===== src/rtl/batch_scheduler_if.sv =====
// Handshake bundle between batch_scheduler, its pixel cores and the pixel FIFO.
//   new_frame    frame timing -> scheduler, 1-cycle restart pulse
//   fifo_ready   FIFO -> scheduler, room for at least two batches
//   core_done    cores -> scheduler, per-core result valid (held until core_ack)
//   core_result  cores -> scheduler, per-core batch data, slice i for core i
//   core_start   scheduler -> cores, per-core 1-cycle start pulse
//   core_index   scheduler -> cores, batch index for the core being started
//   core_ack     scheduler -> cores, per-core 1-cycle result-consumed pulse
//   core_abort   scheduler -> cores, 1-cycle pulse: drop all work
//   fifo_enqueue scheduler -> FIFO, 1-cycle push of fifo_value
//   fifo_value   scheduler -> FIFO, batch data, pixel 0 in the MSBs
//   frame_done   scheduler -> frame timing, every batch of the frame retired
// Modport master is the scheduler side; slave is the core/FIFO/timing side.
interface batch_scheduler_if #(
    parameter int unsigned NUM_CORES    = 4,
    parameter int unsigned BATCH_PIXELS = 8,
    parameter int unsigned PIXEL_WIDTH  = 12,
    parameter int unsigned INDEX_WIDTH  = 16
);
    logic                                          new_frame;
    logic                                          fifo_ready;
    logic [NUM_CORES-1:0]                          core_done;
    logic [NUM_CORES*BATCH_PIXELS*PIXEL_WIDTH-1:0] core_result;
    logic [NUM_CORES-1:0]                          core_start;
    logic [INDEX_WIDTH-1:0]                        core_index;
    logic [NUM_CORES-1:0]                          core_ack;
    logic                                          core_abort;
    logic                                          fifo_enqueue;
    logic [BATCH_PIXELS*PIXEL_WIDTH-1:0]           fifo_value;
    logic                                          frame_done;

    modport master (
        input  new_frame, fifo_ready, core_done, core_result,
        output core_start, core_index, core_ack, core_abort, fifo_enqueue, fifo_value,
               frame_done
    );

    modport slave (
        output new_frame, fifo_ready, core_done, core_result,
        input  core_start, core_index, core_ack, core_abort, fifo_enqueue, fifo_value,
               frame_done
    );
endinterface


===== src/rtl/batch_scheduler.sv =====
// Batch scheduler for a group of pixel-processor cores feeding one pixel FIFO.
// Hands out consecutive batch indices to cores round-robin and retires finished batches
// into the FIFO strictly in issue order, so the display side sees pixels in raster order.
// Ports:
//   clk    system clock
//   reset  asynchronous active-high reset; every output and all state cleared
//   bus    batch_scheduler_if.master: new_frame/fifo_ready/core_done/core_result in,
//          core_start/core_index/core_ack/core_abort/fifo_enqueue/fifo_value/frame_done out
// All outputs are registered.
module batch_scheduler #(
    parameter int unsigned NUM_CORES         = 4,
    parameter int unsigned BATCH_PIXELS      = 8,
    parameter int unsigned PIXEL_WIDTH       = 12,
    parameter int unsigned BATCHES_PER_FRAME = 38400,
    parameter int unsigned INDEX_WIDTH       = 16
) (
    input logic             clk,
    input logic             reset,
    batch_scheduler_if.master bus
);
    localparam int unsigned BatchWidth = BATCH_PIXELS * PIXEL_WIDTH;
    localparam int unsigned PtrWidth   = $clog2(NUM_CORES);
    localparam int unsigned OutWidth   = $clog2(NUM_CORES + 1);
    localparam int unsigned CountWidth = $clog2(BATCHES_PER_FRAME + 1);

    localparam logic [PtrWidth-1:0]   PtrOne   = PtrWidth'(1);
    localparam logic [OutWidth-1:0]   OutOne   = OutWidth'(1);
    localparam logic [OutWidth-1:0]   OutMax   = OutWidth'(NUM_CORES);
    localparam logic [CountWidth-1:0] CountOne = CountWidth'(1);
    localparam logic [CountWidth-1:0] FrameEnd = CountWidth'(BATCHES_PER_FRAME);
    localparam logic [NUM_CORES-1:0]  CoreOne  = NUM_CORES'(1);

    typedef enum logic [1:0] {StIdle, StRun, StDrain, StDone} state_e;

    state_e                  state_q;
    logic [PtrWidth-1:0]     issue_ptr_q;
    logic [PtrWidth-1:0]     retire_ptr_q;
    logic [CountWidth-1:0]   next_index_q;
    logic [CountWidth-1:0]   retired_count_q;
    logic [OutWidth-1:0]     outstanding_q;

    logic                    do_issue;
    logic                    do_retire;
    logic [BatchWidth-1:0]   retire_data;

    always_comb begin
        // Decisions use registered counts only, so a retire never frees a slot for an
        // issue in the same cycle.
        do_issue = (state_q == StRun) && (outstanding_q < OutMax) &&
                   (next_index_q != FrameEnd);
        // outstanding_q != 0 keeps a stale core_done (left over from an aborted frame)
        // from being retired before anything has been issued to that core.
        // The ack gate gives the acked core one cycle to drop its done.
        do_retire = ((state_q == StRun) || (state_q == StDrain)) &&
                    (outstanding_q != '0) && bus.core_done[retire_ptr_q] &&
                    bus.fifo_ready && (bus.core_ack == '0);
        retire_data = '0;
        for (int i = 0; i < NUM_CORES; i++) begin
            if (retire_ptr_q == PtrWidth'(i)) begin
                retire_data = bus.core_result[i*BatchWidth +: BatchWidth];
            end
        end
    end

    always_ff @(posedge clk or posedge reset) begin
        if (reset) begin
            state_q          <= StIdle;
            issue_ptr_q      <= '0;
            retire_ptr_q     <= '0;
            next_index_q     <= '0;
            retired_count_q  <= '0;
            outstanding_q    <= '0;
            bus.core_start   <= '0;
            bus.core_index   <= '0;
            bus.core_ack     <= '0;
            bus.core_abort   <= 1'b0;
            bus.fifo_enqueue <= 1'b0;
            bus.fifo_value   <= '0;
            bus.frame_done   <= 1'b0;
        end else if (bus.new_frame) begin
            // Restart overrides any issue or retire decided this cycle.
            state_q          <= StRun;
            issue_ptr_q      <= '0;
            retire_ptr_q     <= '0;
            next_index_q     <= '0;
            retired_count_q  <= '0;
            outstanding_q    <= '0;
            bus.core_start   <= '0;
            bus.core_index   <= '0;
            bus.core_ack     <= '0;
            bus.core_abort   <= 1'b1;
            bus.fifo_enqueue <= 1'b0;
            bus.frame_done   <= 1'b0;
        end else begin
            bus.core_abort   <= 1'b0;
            bus.core_start   <= do_issue ? (CoreOne << issue_ptr_q) : '0;
            bus.core_ack     <= do_retire ? (CoreOne << retire_ptr_q) : '0;
            bus.fifo_enqueue <= do_retire;

            if (do_issue) begin
                bus.core_index <= INDEX_WIDTH'(next_index_q);
                issue_ptr_q    <= issue_ptr_q + PtrOne;
                next_index_q   <= next_index_q + CountOne;
            end

            if (do_retire) begin
                bus.fifo_value  <= retire_data;
                retire_ptr_q    <= retire_ptr_q + PtrOne;
                retired_count_q <= retired_count_q + CountOne;
            end

            if (do_issue && !do_retire) begin
                outstanding_q <= outstanding_q + OutOne;
            end else if (!do_issue && do_retire) begin
                outstanding_q <= outstanding_q - OutOne;
            end

            unique case (state_q)
                StRun: begin
                    if (next_index_q == FrameEnd) begin
                        state_q <= StDrain;
                    end
                end
                StDrain: begin
                    if (outstanding_q == '0) begin
                        state_q        <= StDone;
                        bus.frame_done <= 1'b1;
                    end
                end
                default: begin
                end
            endcase
        end
    end
endmodule

===== src/flat_wrapper.sv =====
// flat-port wrapper written by rule: the top's interface ports become plain ports
module batch_scheduler_flat 
#(
    parameter int unsigned NUM_CORES         = 4,
    parameter int unsigned BATCH_PIXELS      = 8,
    parameter int unsigned PIXEL_WIDTH       = 12,
    parameter int unsigned BATCHES_PER_FRAME = 38400,
    parameter int unsigned INDEX_WIDTH       = 16
)
  (clk, reset, bus_new_frame, bus_fifo_ready, bus_core_done, bus_core_result, bus_core_start, bus_core_index, bus_core_ack, bus_core_abort, bus_fifo_enqueue, bus_fifo_value, bus_frame_done);
  batch_scheduler_if #(.NUM_CORES(NUM_CORES), .BATCH_PIXELS(BATCH_PIXELS), .PIXEL_WIDTH(PIXEL_WIDTH), .INDEX_WIDTH(INDEX_WIDTH)) bus_i ();
  input logic clk;
  input logic reset;
  input wire logic [$bits(bus_i.new_frame)-1:0] bus_new_frame;
  input wire logic [$bits(bus_i.fifo_ready)-1:0] bus_fifo_ready;
  input wire logic [$bits(bus_i.core_done)-1:0] bus_core_done;
  input wire logic [$bits(bus_i.core_result)-1:0] bus_core_result;
  output wire logic [$bits(bus_i.core_start)-1:0] bus_core_start;
  output wire logic [$bits(bus_i.core_index)-1:0] bus_core_index;
  output wire logic [$bits(bus_i.core_ack)-1:0] bus_core_ack;
  output wire logic [$bits(bus_i.core_abort)-1:0] bus_core_abort;
  output wire logic [$bits(bus_i.fifo_enqueue)-1:0] bus_fifo_enqueue;
  output wire logic [$bits(bus_i.fifo_value)-1:0] bus_fifo_value;
  output wire logic [$bits(bus_i.frame_done)-1:0] bus_frame_done;
  assign bus_i.new_frame = bus_new_frame;
  assign bus_i.fifo_ready = bus_fifo_ready;
  assign bus_i.core_done = bus_core_done;
  assign bus_i.core_result = bus_core_result;
  assign bus_core_start = bus_i.core_start;
  assign bus_core_index = bus_i.core_index;
  assign bus_core_ack = bus_i.core_ack;
  assign bus_core_abort = bus_i.core_abort;
  assign bus_fifo_enqueue = bus_i.fifo_enqueue;
  assign bus_fifo_value = bus_i.fifo_value;
  assign bus_frame_done = bus_i.frame_done;
  batch_scheduler #(.NUM_CORES(NUM_CORES), .BATCH_PIXELS(BATCH_PIXELS), .PIXEL_WIDTH(PIXEL_WIDTH), .BATCHES_PER_FRAME(BATCHES_PER_FRAME), .INDEX_WIDTH(INDEX_WIDTH)) u_core (.clk(clk), .reset(reset), .bus(bus_i));
endmodule

===== config.mk =====
export PLATFORM = sky130hd
export DESIGN_NAME = batch_scheduler_flat
export DESIGN_NICKNAME = d
export VERILOG_FILES = /design/src/rtl/batch_scheduler_if.sv /design/src/rtl/batch_scheduler.sv /design/src/flat_wrapper.sv
export SDC_FILE = /design/constraint.sdc
export NUM_CORES = 1
export LEC_CHECK = 0
export BUFFER_PORTS_ARGS = -buffer_cell sky130_fd_sc_hd__buf_2
export CAP_MARGIN = 20
export CORE_AREA = 10 10 190 192
export CTS_BUF_LIST = sky130_fd_sc_hd__clkbuf_8
export CTS_CLUSTER_SIZE = 25
export DETAILED_ROUTE_END_ITERATION = 10
export DIE_AREA = 0 0 200 202
export PLACE_DENSITY = 0.62
export SYNTH_ARGS = -nofsm -noshare
export SYNTH_HDL_FRONTEND = slang
export SYNTH_SLANG_ARGS = --single-unit

===== constraint.sdc =====
create_clock -name clk -period 4.67 [get_ports clk]
set_input_delay 0.467 -clock clk [delete_from_list [all_inputs] [get_ports clk]]
set_output_delay 0.467 -clock clk [all_outputs]
set_load 0.005 [all_outputs]

==> results.txt, run 1 <==
The flow ran to the end, and the final reports show no timing, DRC or antenna violations. The count of hold-fix buffers inserted at cts came out at 0. Setup violations remaining at the end of the flow were counted as 0. After clock tree synthesis, the clock-pin slew on the worst setup and hold paths is ~0.11 ns. The number of endpoints with negative hold slack in the final report came out at 0. The via count is ~9900. The number of register bits inferred by synthesis came out at around 150.

Data on the critical path arrives at its endpoint at between 3 and 4 ns. Leaving out filler cells and counting taps, the final layout contains roughly 2000. Once detail routing completed, the nets flagged for antenna violations numbered 0.

The worst setup path is of the reg -> reg kind. On the critical path, the stage with the largest delay is an instance of sky130_fd_sc_hd__buf_4. The total core area is around 0.032 mm2.

The ratio of final minimum period to clock period is between 60 and 70%. The maximum clock insertion buffer count is 2. The residual overflow from global routing came out at 0. The initial antenna violation count was 12. The detailed-route wire length is 39700 um. The post-route netlist has between 30 and 40% of its cells at a drive strength greater than 1. In this run, the combinational gates consume between 40% and 50% of the power. The time the worst path needs with I/O delays and setup came out at roughly 2.8 ns. The cell area after layout came out at between 0.01 and 0.015 mm2. The via count of the first global-routing pass came out at between 9000 and 10000. Counting stages on the worst path, the most repeated cell is sky130_fd_sc_hd__a21oi_1. The floorplan die width came out at ~200 um.

The clock group share of total power came out at 18.8%. The post-detailed-placement half-perimeter wirelength came out at slightly above 30000 um. In this run the worst hold path is classified as in -> async. The delay of the slowest cell on the worst path came out at about 0.70 ns.

The area share of the largest cell type after synthesis came out at 39.6%. In the synthesized netlist, the number of instances is between 1000 and 1500. The slew at the pin closest to its max-slew limit came out at between 0.9 and 1 ns. The total count of max-transition violations in the final report is 0. The deepest level of the CTS H-tree is 4. The number of core rows is 66. The number of resized instances in the post-cts repair step came out at 0. The count of input and output buffers came out at a little over 500. After detailed routing, the number of vias per cell comes to ~4.9. The total power consumption of the routed design came out at a little under 6 mW. STA classifies the critical path startpoint as a register. In this run the post-CTS setup repair buffer count came out at 0. The clock drives approximately 150 sinks.

The worst setup path is captured at a register. The filler cell count came out at ~3400. The critical path required time came out at approximately 5.0 ns. In the post-synthesis netlist, the biggest area contributors are sky130_fd_sc_hd__dfrtp_1 40%, sky130_fd_sc_hd__a21oi_1 12%, sky130_fd_sc_hd__nand2_1 9.4%. sky130_fd_sc_hd__dfrtp_1 takes more of the synthesized area than any other cell.

The number of CTS-inserted buffers is 17. The global-route total usage across every layer came out at 18.9%. The switching part of the total power is 40.0%. Summed over all nets, the switching power comes to around 2.3 mW. The standard cell area after detailed placement came out at approximately 0.012 mm2. Among cell families on the critical path, the largest total delay comes from buffers and inverters. Setup slack closes at roughly 1.8 ns.

The setup TNS came out at 0 ns. The maximum number of pins on one net before global-route repair is 92. TritonCTS built the clock tree.

For this run, the detailed router's first-pass iteration total came to 6. The leakage dissipation is approximately 5.5 nW. The total of max-cap violations came out at 0. The worst clock skew on the final layout came out at approximately 0.022 ns.

The number of buffer and inverter instances along the worst setup path is 2. The final weighted congestion of routability-driven global placement came out at between 0.9 and 1. The cell area that synthesis handed to floorplanning was between 0.009 and 0.01 mm2. The post-synthesis sequential area ratio is between 30% and 40%. The library cell used most frequently in the layout, excluding fill and tap cells, is sky130_fd_sc_hd__buf_2. The first global-routing pass estimated just under 60000 um of wire.

For flop-to-flop paths, the worst setup slack is ~1.8 ns. The minimum setup slack after placement is around 1.8 ns. CTS placed an instance of sky130_fd_sc_hd__clkbuf_8 at the clock tree root.

The library cells used most frequently in the layout, excluding fill and tap cells, are 514 x sky130_fd_sc_hd__buf_2, 235 x sky130_fd_sc_hd__nand2_1, 218 x sky130_fd_sc_hd__a21oi_1. The count of distinct cell types in the synthesized netlist came out at 45. The power density over the cells is roughly 470 mW/mm2. The die is 202 um tall. The proportion of power drawn by flip-flops and latches is 34.7%.

Traced cell by cell, the critical path runs through inv_1, ha_4, buf_4, nand3b_1, a21oi_1, a21oi_1, o211ai_2, o21a_1. The total die area is 0.0404 mm2. The internal power came out at approximately 3.5 mW. Synthesis produced a netlist with a net count of 1515. The yosys synthesis warning count came out at 0. Dividing the detail-routed wire length by the instance count gives slightly below 20 um. Static timing analysis puts the maximum clock frequency at about 0.35 GHz. The clock latency on the worst-skew pair came out at between 0.4 and 0.5 ns. The detailed router finished its first iteration with ~600 violations. Counting tap cells, the placed design contains a total of between 1500 and 2000 instances. The I/O pin count came out at between 500 and 600. Setup repair after global routing left no endpoint under its margin.

The number of nets in the layout came out at ~2000. The initial core utilization is about 29%. The synthesized area per cell came out at about 8.4 um2. The remaining max-slew budget at the tightest pin is between 30 and 40%. The largest vdd supply drop is between 200 and 300 uV.

The total DRC errors in the routed layout is 0. In this run the worst path has a maximum fanout of slightly above 90. The layout overhead on the synthesized area came out at 34.8%.
==> through the flow <==
stage / util [%] / hold slack [ns]
after CTS: 39.0 / 0.195
after global placement: 37.7 / 0.470
after floorplan: - / 0.486
final: 39.0 / 0.167
after detailed placement: 37.7 / 0.474
after global routing: 39.0 / 0.218
==> Yosys cell counts (all sizes together) <==
cell,instances
nand2,235
a21oi,218
dfrtp,148
nand3b,96
o211ai,96
o21a,96
clkbuf,60
buf,44
nor2,24
ha,12
inv,12
and2,10
xor2,8
nand3,5
nand4,5
xnor2,5
and3,4
o21ai,4
or3,4
nor3,3
and4,2
mux2,2
nand2b,2
nor2b,2
nor4,2
a2111oi,1
a31oi,1
and3b,1
and4b,1
and4bb,1
fa,1
mux2i,1
mux4,1
nand4b,1
nor4b,1
o22ai,1
==> layout make-up <==
type	count	area (um2)	share of cell area (%)
clock inverter	15	184	1.46
antenna	5	12.5	0.0993
inverter	12	50.0	0.397
tap	442	553	4.39
timing repair buffer	529	2720	21.6
sequential	148	3700	29.4
clock buffer	17	234	1.86
multi-input combinational	846	5140	40.8
==> power by group through the flow <==
stage	clock [mW]	sequential, mW	combinational (mW)
2_1_floorplan	0	2.06	1.60
3_3_place_gp	0	2.05	2.74
3_5_place_dp	0	2.06	2.78
4_1_cts	1.14	2.04	2.79
5_1_grt	1.19	2.10	3.01
6_report	1.10	2.04	2.73
==> kinds of logic after synthesis <==
family	share of synthesized area [%]
AOI/OAI and AO/OA	29.2
xor gates and xnor gates	1.22
adders and majority gates	1.82
buffers and inverters	5.88
DFF	39.6
muxes	0.669
and+or+nand+nor	21.6
==> state kept, by name, indices dropped and copies added, names as in the netlist <==
| signal | flops |
|---|---|
| u_core.bus.core_ack | 4 |
| u_core.retire_ptr_q | 2 |
| u_core.next_index_q | 16 |
| u_core.state_q | 2 |
| u_core.bus.frame_done | 1 |
| u_core.outstanding_q | 3 |
| u_core.issue_ptr_q | 2 |
| u_core.bus.core_abort | 1 |
| u_core.bus.fifo_enqueue | 1 |
| u_core.bus.fifo_value | 96 |
| u_core.bus.core_index | 16 |
| u_core.bus.core_start | 4 |
==> final timing paths <==
path                                                       startpoint  depth (start not counted)                                    end
worst max-delay path               u_core.retire_ptr_q[1]$_DFFE_PP0P_                          8  u_core.bus.fifo_value[21]$_DFFE_PP0P_
worst min-delay path                                            reset                          2  u_core.bus.fifo_value[29]$_DFFE_PP0P_
worst max register to register     u_core.retire_ptr_q[1]$_DFFE_PP0P_                          8  u_core.bus.fifo_value[21]$_DFFE_PP0P_
worst min register to register  u_core.bus.fifo_value[93]$_DFFE_PP0P_                          1  u_core.bus.fifo_value[93]$_DFFE_PP0P_
max in group asynchronous                                       reset                          3  u_core.bus.core_index[13]$_DFFE_PP0P_
min in group clk                                 bus_core_result[295]                          4   u_core.bus.fifo_value[7]$_DFFE_PP0P_
==> metal layers <==
| layer | global-route usage [%] | part of all wire [%] | up-vias |
|---|---|---|---|
| met4 | 6.46 | 2.9 | 12 |
| met2 | 32.4 | 50 | 370 |
| li1 | - | - | 4818 |
| met1 | 21.6 | 39 | 4676 |
| met5 | 0 | 0.17 | - |
| met3 | 5.88 | 8.0 | 63 |
No activity file was read; power rests on OpenSTA's default activity.
==> run 2: changes to the inputs <==
==> constraint.sdc (replaced) <==
create_clock -name clk -period 2.4 [get_ports clk]
set_input_delay 0.24 -clock clk [delete_from_list [all_inputs] [get_ports clk]]
set_output_delay 0.24 -clock clk [all_outputs]
set_load 0.005 [all_outputs]
==> run 2 against run 1 <==
  * Core utilization is 2.4 points higher
  * Cell count is 3.3% higher
  * Clock power is 92% higher
  * Design area is 6.2% higher
  * Hold slack worse by 0.059 ns
  * Global-route usage is 0.92 points higher
  * Count of clock-buffer cells in the layout is 1 higher
  * Wire length is 5.0% higher
  * Flip-flop and latch count stayed put
  * Sequential power is 93% higher
  * Register-to-register slack worse by 1.8 ns
  * First-iteration DRC count is 6.8% lower
==> results.txt, run 2 (synthesis results as in run 1) <==
The run finished with clean final reports. Counting flops per register, the top entry is u_core.bus.fifo_value. The power density over the cells is 888 mW/mm2 (+90%).

The proportion of power drawn by flip-flops and latches came out at 33.1% (-1.6 points). The number of buffer and inverter instances along the worst setup path is 4 (+2). The net switching power is 4.64 mW (+98%).

The via count is 10200 (+2.4%). The slowest stage of the critical path is the sky130_fd_sc_hd__dfrtp_1 cell. The cell family contributing the most delay on the critical path is buffers and inverters. The detailed-route wire length came out at 41700 um (+5.0%).

The biggest fanout along the worst timing path was 27 (-70%). The critical path required time was 2.74 ns (-2.26 ns). The count of clock tree sinks was 148 (unchanged). The number of failing setup endpoints in the final timing report is 0 (unchanged).

The total count of max-transition violations in the final report came to 0 (unchanged). The number of CTS-inserted buffers is 17 (unchanged). The vertical extent of the die is 202 um (unchanged). The number of violations reported at the end of detailed-routing iteration 0 is 576 (-6.8%). The total die area is 0.0404 mm2 (unchanged). The cell at the root of the clock tree is sky130_fd_sc_hd__clkbuf_8. The largest registers in the layout are u_core.bus.fifo_value: 96 flops, u_core.bus.core_index: 16 flops, u_core.next_index_q: 16 flops. In this design, the critical path's most frequently occurring cell is sky130_fd_sc_hd__buf_12. The initial antenna violation count came to 6 (-6). The worst clock skew on the final layout came out at 0.0161 ns (-0.00590 ns). The number of flip-flops in the largest register came out at 96 (unchanged). The floorplan die width came to 200 um (unchanged). The layout overhead on the synthesized area is 43.2%. The final weighted congestion of routability-driven global placement came out at 0.951 (+3.3%). The remaining max-slew budget at the tightest pin is 41.3% (+1.4 points). The wire length per cell is 20.0 um (+1.7%).

The maximum number of pins on one net before global-route repair is 82 (-11%). The min-delay analysis places its worst path in the category in -> reg. The ratio of final minimum period to clock period is 96.9% (+36 points). The deepest level of the CTS H-tree is 4 (unchanged). The slew at the pin closest to its max-slew limit came out at 0.879 ns (-0.0232 ns). The minimum setup slack after placement is 0.0409 ns (-1.77 ns).

The count of input and output buffers is 514 (unchanged). The vias per cell came out at 4.89 (-0.85%). The startpoint class of the critical path is a register. The total core area came out at 0.0323 mm2 (unchanged). The total of max-cap violations is 0 (unchanged). The arrival time reported for the critical path endpoint came out at 2.67 ns (-0.49 ns). The I/O pin count is 515 (unchanged). The setup TNS came to 0 ns (unchanged). The time the worst path needs with I/O delays and setup is 2.33 ns (-0.503 ns). The part of the total power dissipated in combinational logic was 49.1% (+2.5 points).

The maximum clock insertion buffer count is 2 (unchanged). The leakage dissipation is 5.90 nW (+7.4%). Leaving out fill and tap cells, the most frequent cells in the layout are 514 x sky130_fd_sc_hd__buf_2, 235 x sky130_fd_sc_hd__nand2_1, 218 x sky130_fd_sc_hd__a21oi_1.

The remaining antenna violation count after routing is 0 (unchanged). The type of destination of the critical path is a register. Setup repair after global routing could not meet its margin everywhere.

The clock group share of total power came out at 17.8% (-1.0 points). The number of core rows came out at 66 (unchanged). The residual overflow from global routing is 0 (unchanged).

The number of placed instances with taps included was 2032 (+2.8%). The clock-pin slew on the worst setup and hold paths came out at 0.10 ns (about the same). The internal power came to 7.24 mW (+110%). The number of nets in the layout is 2025 (+3.4%). The via count of the first global-routing pass came out at 10200 (+2.5%).

The share of layout cells above drive strength 1 is 41.2% (+2.6 points). The initial core utilization is 29.0% (unchanged). Leaving out fill and tap cells, the most frequent cell in the layout is sky130_fd_sc_hd__buf_2.

The final worst hold slack is 0.109 ns (-0.0586 ns). The register-to-register path setup slack came out at 0.07 ns (-1.77 ns). The clock latency on the worst-skew pair is 0.46 ns (about the same). The delay of the slowest cell on the worst path came out at 0.44 ns (-0.26 ns). The switching part of the total power is 39.1% (-0.90 points). The global-route total usage across every layer is 19.8% (+0.92 points). The number of endpoints with negative hold slack in the final report came out at 0 (unchanged). The least setup slack across all paths after layout came out at 0.0734 ns (-1.77 ns). The total power consumption of the routed design was 11.9 mW (+100%).

The largest vdd supply drop is 332 uV (+28%). The global-route wire length before repair is 61400 um (+3.7%). The post-detailed-placement half-perimeter wirelength is 33600 um (+8.9%). The critical path start-end classification is reg -> reg. The fmax is 0.430 GHz (+22%).

The total DRC errors in the routed layout was 0 (unchanged). The number of cells in the finished layout apart from fillers came to 2080 (+3.3%). The critical path goes through ha_4, nor4b_4, nand4b_4, buf_4, buf_6, nor2_4, buf_12, buf_12, o211ai_1, o21a_1. The detailed-router iteration count before antenna repair came out at 7 (+1). TritonCTS built the clock tree.
==> run 2: power by group through the flow <==
stage / Clock, mW / Sequential [mW] / Combinational [mW]
after floorplan: 0 / 4.02 / 3.11
after global placement: 0 / 3.94 / 5.75
after detailed placement: 0 / 3.97 / 5.81
after CTS: 2.19 / 3.94 / 5.83
after global routing: 2.29 / 4.06 / 6.42
final: 2.11 / 3.93 / 5.84
==> run 2: worst register-to-register path, delay by kind of cell, from the launching register on <==
family | cells | cell delay [ns]
and+or+nand+nor | 3 | 0.63
buffers and inverters | 4 | 0.63
DFF | 1 | 0.44
AOI/OAI and AO/OA | 2 | 0.24
adders and majority gates | 1 | 0.27
==> run 2: final cells by class <==
class | count | area, um2
fill | 3362 | 18900
multi-input combinational | 846 | 5170
sequential | 148 | 3700
timing repair buffer | 595 | 3490
tap | 442 | 553
clock buffer | 18 | 248
clock inverter | 14 | 166
inverter | 12 | 48.8
antenna | 5 | 12.5
==> run 2: worst paths after layout <==
kind                       cells after the start                                     to                                   from
setup / recovery                              10  u_core.bus.fifo_value[47]$_DFFE_PP0P_          u_core.state_q[1]$_DFFE_PP0P_
hold / removal                                 4  u_core.bus.fifo_value[25]$_DFFE_PP0P_                   bus_core_result[313]
setup reg to reg                              10  u_core.bus.fifo_value[47]$_DFFE_PP0P_          u_core.state_q[1]$_DFFE_PP0P_
hold reg to reg                                1  u_core.bus.fifo_value[13]$_DFFE_PP0P_  u_core.bus.fifo_value[13]$_DFFE_PP0P_
max in group asynchronous                      4  u_core.bus.fifo_value[56]$_DFFE_PP0P_                                  reset
min in group asynchronous                      3  u_core.bus.fifo_value[65]$_DFFE_PP0P_                                  reset
==> run 2: per-stage QoR <==
stage | util (%) | instance area [um2]
finish | 41.5 | 13400
global route | 41.5 | 13400
CTS | 41.0 | 13200
detailed placement | 39.7 | 12800
global placement | 39.7 | 12800
floorplan | - | 9360
==> run 2: routing by layer <==
metal	GRT usage (%)	vias up	share of wire, %
li1	-	4955	-
met4	6.28	2	1.9
met3	5.08	41	6.9
met2	34.4	361	52
met5	0	-	0.031
met1	23.0	4818	39
==> run 2: what timing repair did <==
| action | CTS | global route |
|---|---|---|
| resized for setup | 0 | 5 |
| endpoints found under the setup margin | 0 | 2 |
| hold buffers | 1 | 0 |
| buffers inserted | 0 | 8 |
| endpoints found under the hold margin | 22 | 0 |
==> run 3: changes to the inputs <==
==> config.mk (replaced) <==
export PLATFORM = sky130hd
export DESIGN_NAME = batch_scheduler_flat
export DESIGN_NICKNAME = d
export VERILOG_FILES = /design/src/rtl/batch_scheduler_if.sv /design/src/rtl/batch_scheduler.sv /design/src/flat_wrapper.sv
export SDC_FILE = /design/constraint.sdc
export NUM_CORES = 1
export LEC_CHECK = 0
export CAP_MARGIN = 20
export CORE_AREA = 10 10 194 196
export CTS_BUF_LIST = sky130_fd_sc_hd__clkbuf_8
export CTS_CLUSTER_SIZE = 25
export DETAILED_ROUTE_END_ITERATION = 10
export DIE_AREA = 0 0 204 206
export DONT_BUFFER_PORTS = 1
export PLACE_DENSITY = 0.47
export SYNTH_ARGS = -nofsm -noshare
export SYNTH_HDL_FRONTEND = slang
export SYNTH_SLANG_ARGS = --single-unit
==> run 3 against run 2 <==
  * Sequential share of layout area grew 4.7 points
  * Worst setup slack improved by 0.043 ns
  * Design area shrank 15%
  * Clock power fell by 5%
  * Hold slack worse by 0.066 ns
  * Critical path depth down 1
  * Combinational power decreased by 28%
  * Critical endpoint is now u_core.outstanding_q[2]$_DFFE_PP0P_
  * Register-to-register slack gained 0.04 ns
  * Via count down 16%
  * Clock skew rose by 0.0022 ns
  * Flip-flop and latch count unchanged
  * Highest routed layer unchanged
  * Global-route usage is 2.5 points lower
==> results.txt, run 3 (synthesis results as in run 1) <==
The library cells used most frequently in the layout, excluding fill and tap cells, are 235 x sky130_fd_sc_hd__nand2_1, 218 x sky130_fd_sc_hd__a21oi_1, 148 x sky130_fd_sc_hd__dfrtp_1. The vertical extent of the die came out at 206 um (+2.0%). The global-route wire length before repair came out at 54900 um (-11%). The arrival time reported for the critical path endpoint is 2.65 ns (-0.02 ns).

The count of clock tree sinks came out at 148 (unchanged). The deepest level of the CTS H-tree came out at 4 (unchanged). The largest individual stage delay along the critical path comes from the cell sky130_fd_sc_hd__fa_2. The total of max-cap violations came out at 0 (unchanged).

The count of input and output buffers is 0 (-100%). Counting flops per register, the top entry is u_core.bus.fifo_value. The slew at the pin closest to its max-slew limit came to 0.476 ns (-0.403 ns). The path class of the tightest hold or removal check is in -> reg. The number of failing setup endpoints in the final timing report came out at 0 (unchanged). The power density over the cells was 945 mW/mm2 (+6.5%). The via count came to 8583 (-16%). The number of antenna repair diodes came out at 0 (-5). The run finished with clean final reports. By startpoint and endpoint, the worst setup path is classified as reg -> reg.

The clock latency on the worst-skew pair came to 0.48 ns (+0.02 ns). The residual overflow from global routing came to 0 (unchanged). The number of violations reported at the end of detailed-routing iteration 0 came out at 748 (+30%). The initial antenna violation count came out at 3 (-3). The standard cell area after detailed placement came out at 0.0101 mm2 (-21%). The number of nets in the layout came out at 1573 (-22%). The worst clock skew on the final layout came out at 0.0184 ns (+0.00224 ns). The via count of the first global-routing pass is 8591 (-16%). The I/O pin count came out at 515 (unchanged).

The clock-pin slew on the worst setup and hold paths came to 0.08 ns (-0.02 ns). The detailed-route wire length is 38500 um (-7.6%). TritonCTS built the clock tree.

The wire length per cell is 23.5 um (+18%). The worst setup path is launched from a register. Traced cell by cell, the critical path runs through inv_2, ha_4, nor4b_4, nand4b_4, and3_4, fa_2, xor2_1, nor2_1, a2111oi_2. The detailed-router iteration count before antenna repair came out at 5 (-2). The library cell used most frequently in the layout, excluding fill and tap cells, is sky130_fd_sc_hd__nand2_1. The tree is rooted in a sky130_fd_sc_hd__clkbuf_8.

The cell area after layout came out at 0.0114 mm2 (-15%). The maximum number of pins on one net before global-route repair came to 101 (+23%). The total count of max-transition violations in the final report came out at 0 (unchanged).

The maximum clock insertion buffer count came out at 2 (unchanged). The worst setup path is captured at a register. The number of endpoints with negative hold slack in the final report is 0 (unchanged). The worst reg-to-reg path cell count is 9 (-1). The largest vdd supply drop was 501 uV (+51%). The setup TNS came out at 0 ns (unchanged). The vias per cell was 5.25 (+7.3%). The biggest fanout along the worst timing path is 2 (-93%). The remaining antenna violation count after routing came out at 0 (unchanged). The largest registers in the layout are u_core.bus.fifo_value: 96 flops, u_core.bus.core_index: 16 flops, u_core.next_index_q: 16 flops.

The number of CTS-inserted buffers came out at 17 (unchanged). The post-detailed-placement half-perimeter wirelength came out at 29900 um (-11%). The total core area came to 0.0339 mm2 (+5.1%).

The final weighted congestion of routability-driven global placement came to 0.919 (-3.4%). Setup repair after global routing left no endpoint under its margin. The number of core rows came out at 68 (+3.0%). The share of layout cells above drive strength 1 is 11.9% (-29 points). The number of flip-flops in the largest register came to 96 (unchanged). The total DRC errors in the routed layout is 0 (unchanged).

The total die area came out at 0.0420 mm2 (+4.0%). The fmax is 0.438 GHz (+1.9%). The ratio of final minimum period to clock period is 95.2% (-1.8 points).

The cell count of the worst hold path came out at 3 (-1). The layout overhead on the synthesized area is 22.4%. The floorplan die width came to 204 um (+2.0%). The total power consumption of the routed design is 10.8 mW (-9.0%). The remaining max-slew budget at the tightest pin is 68.2% (+27 points). The critical path required time came out at 2.77 ns (+0.03 ns). The time the worst path needs with I/O delays and setup is 2.28 ns (-0.0430 ns). The global-route total usage across every layer is 17.2% (-2.5 points).

The leakage dissipation was 4.09 nW (-31%). The initial core utilization came out at 27.5% (-1.4 points). The delay of the slowest cell on the worst path came out at 0.41 ns (-0.03 ns).
## run 3: report_power, final
part           switching (mW)  leakage [nW]  internal [mW]
combinational            2.14          2.10           2.07
sequential               1.18          1.79           3.41
clock                    1.04         0.192          0.972
## run 3: per-stage QoR
step                utilization, %  hold slack, ns  setup WS, ns  std cells
floorplan                        -           0.271        0.0178       1110
global placement              29.8           0.168        0.0242       1516
detailed placement            29.8           0.174        0.0677       1516
CTS                           33.4        0.000360        0.0390       1627
global route                  33.7          0.0174        0.0172       1635
finish                        33.7          0.0430         0.116       1635
## run 3: per-layer routing
layer  track usage [%]  vias up  wire length, um
met5                 0        -               27
met4              5.50        4              881
met3              5.16       46             2670
met2              29.9      361            19800
met1              20.0     4130            15100
li1                  -     4042                -
## run 3: cell type report
cell class                      count  area, um2
Clock buffer                       19        262
Clock inverter                     12        130
Fill cell                        3472      22500
Inverter                           12       48.8
Multi-Input combinational cell    846       5170
Sequential cell                   148       3700
Tap cell                          455        569
Timing Repair Buffer              143       1560
## run 3: path summary, 6_finish.rpt
path / start / endpoint / slack [ns]
max in group asynchronous: reset / u_core.bus.fifo_value[86]$_DFFE_PP0P_ / 1.47
max: u_core.state_q[0]$_DFFE_PP0P_ / u_core.outstanding_q[2]$_DFFE_PP0P_ / 0.12
min reg2reg: u_core.bus.fifo_value[28]$_DFFE_PP0P_ / u_core.bus.fifo_value[28]$_DFFE_PP0P_ / 0.55
min in group asynchronous: reset / u_core.bus.fifo_value[45]$_DFFE_PP0P_ / 0.26
min: bus_core_result[321] / u_core.bus.fifo_value[33]$_DFFE_PP0P_ / 0.04
max reg2reg: u_core.state_q[0]$_DFFE_PP0P_ / u_core.outstanding_q[2]$_DFFE_PP0P_ / 0.12
## run 3: what timing repair did
action	in CTS	in global routing
hold buffers	80	0
gates resized for setup	0	3
hold endpoints to repair	151	0
setup endpoints to repair	0	10
setup buffers	0	6
## run 3: worst max-delay path, delay by kind of cell (launching register included)
family                   cells  cell delay (ns)
AND/OR/NAND/NOR              4             0.70
adder cells (fa/ha/maj)      2             0.61
flip-flops                   1             0.40
AO/OA/AOI/OAI                1             0.26
XOR/XNOR                     1             0.15
buffers and inverters        1             0.07
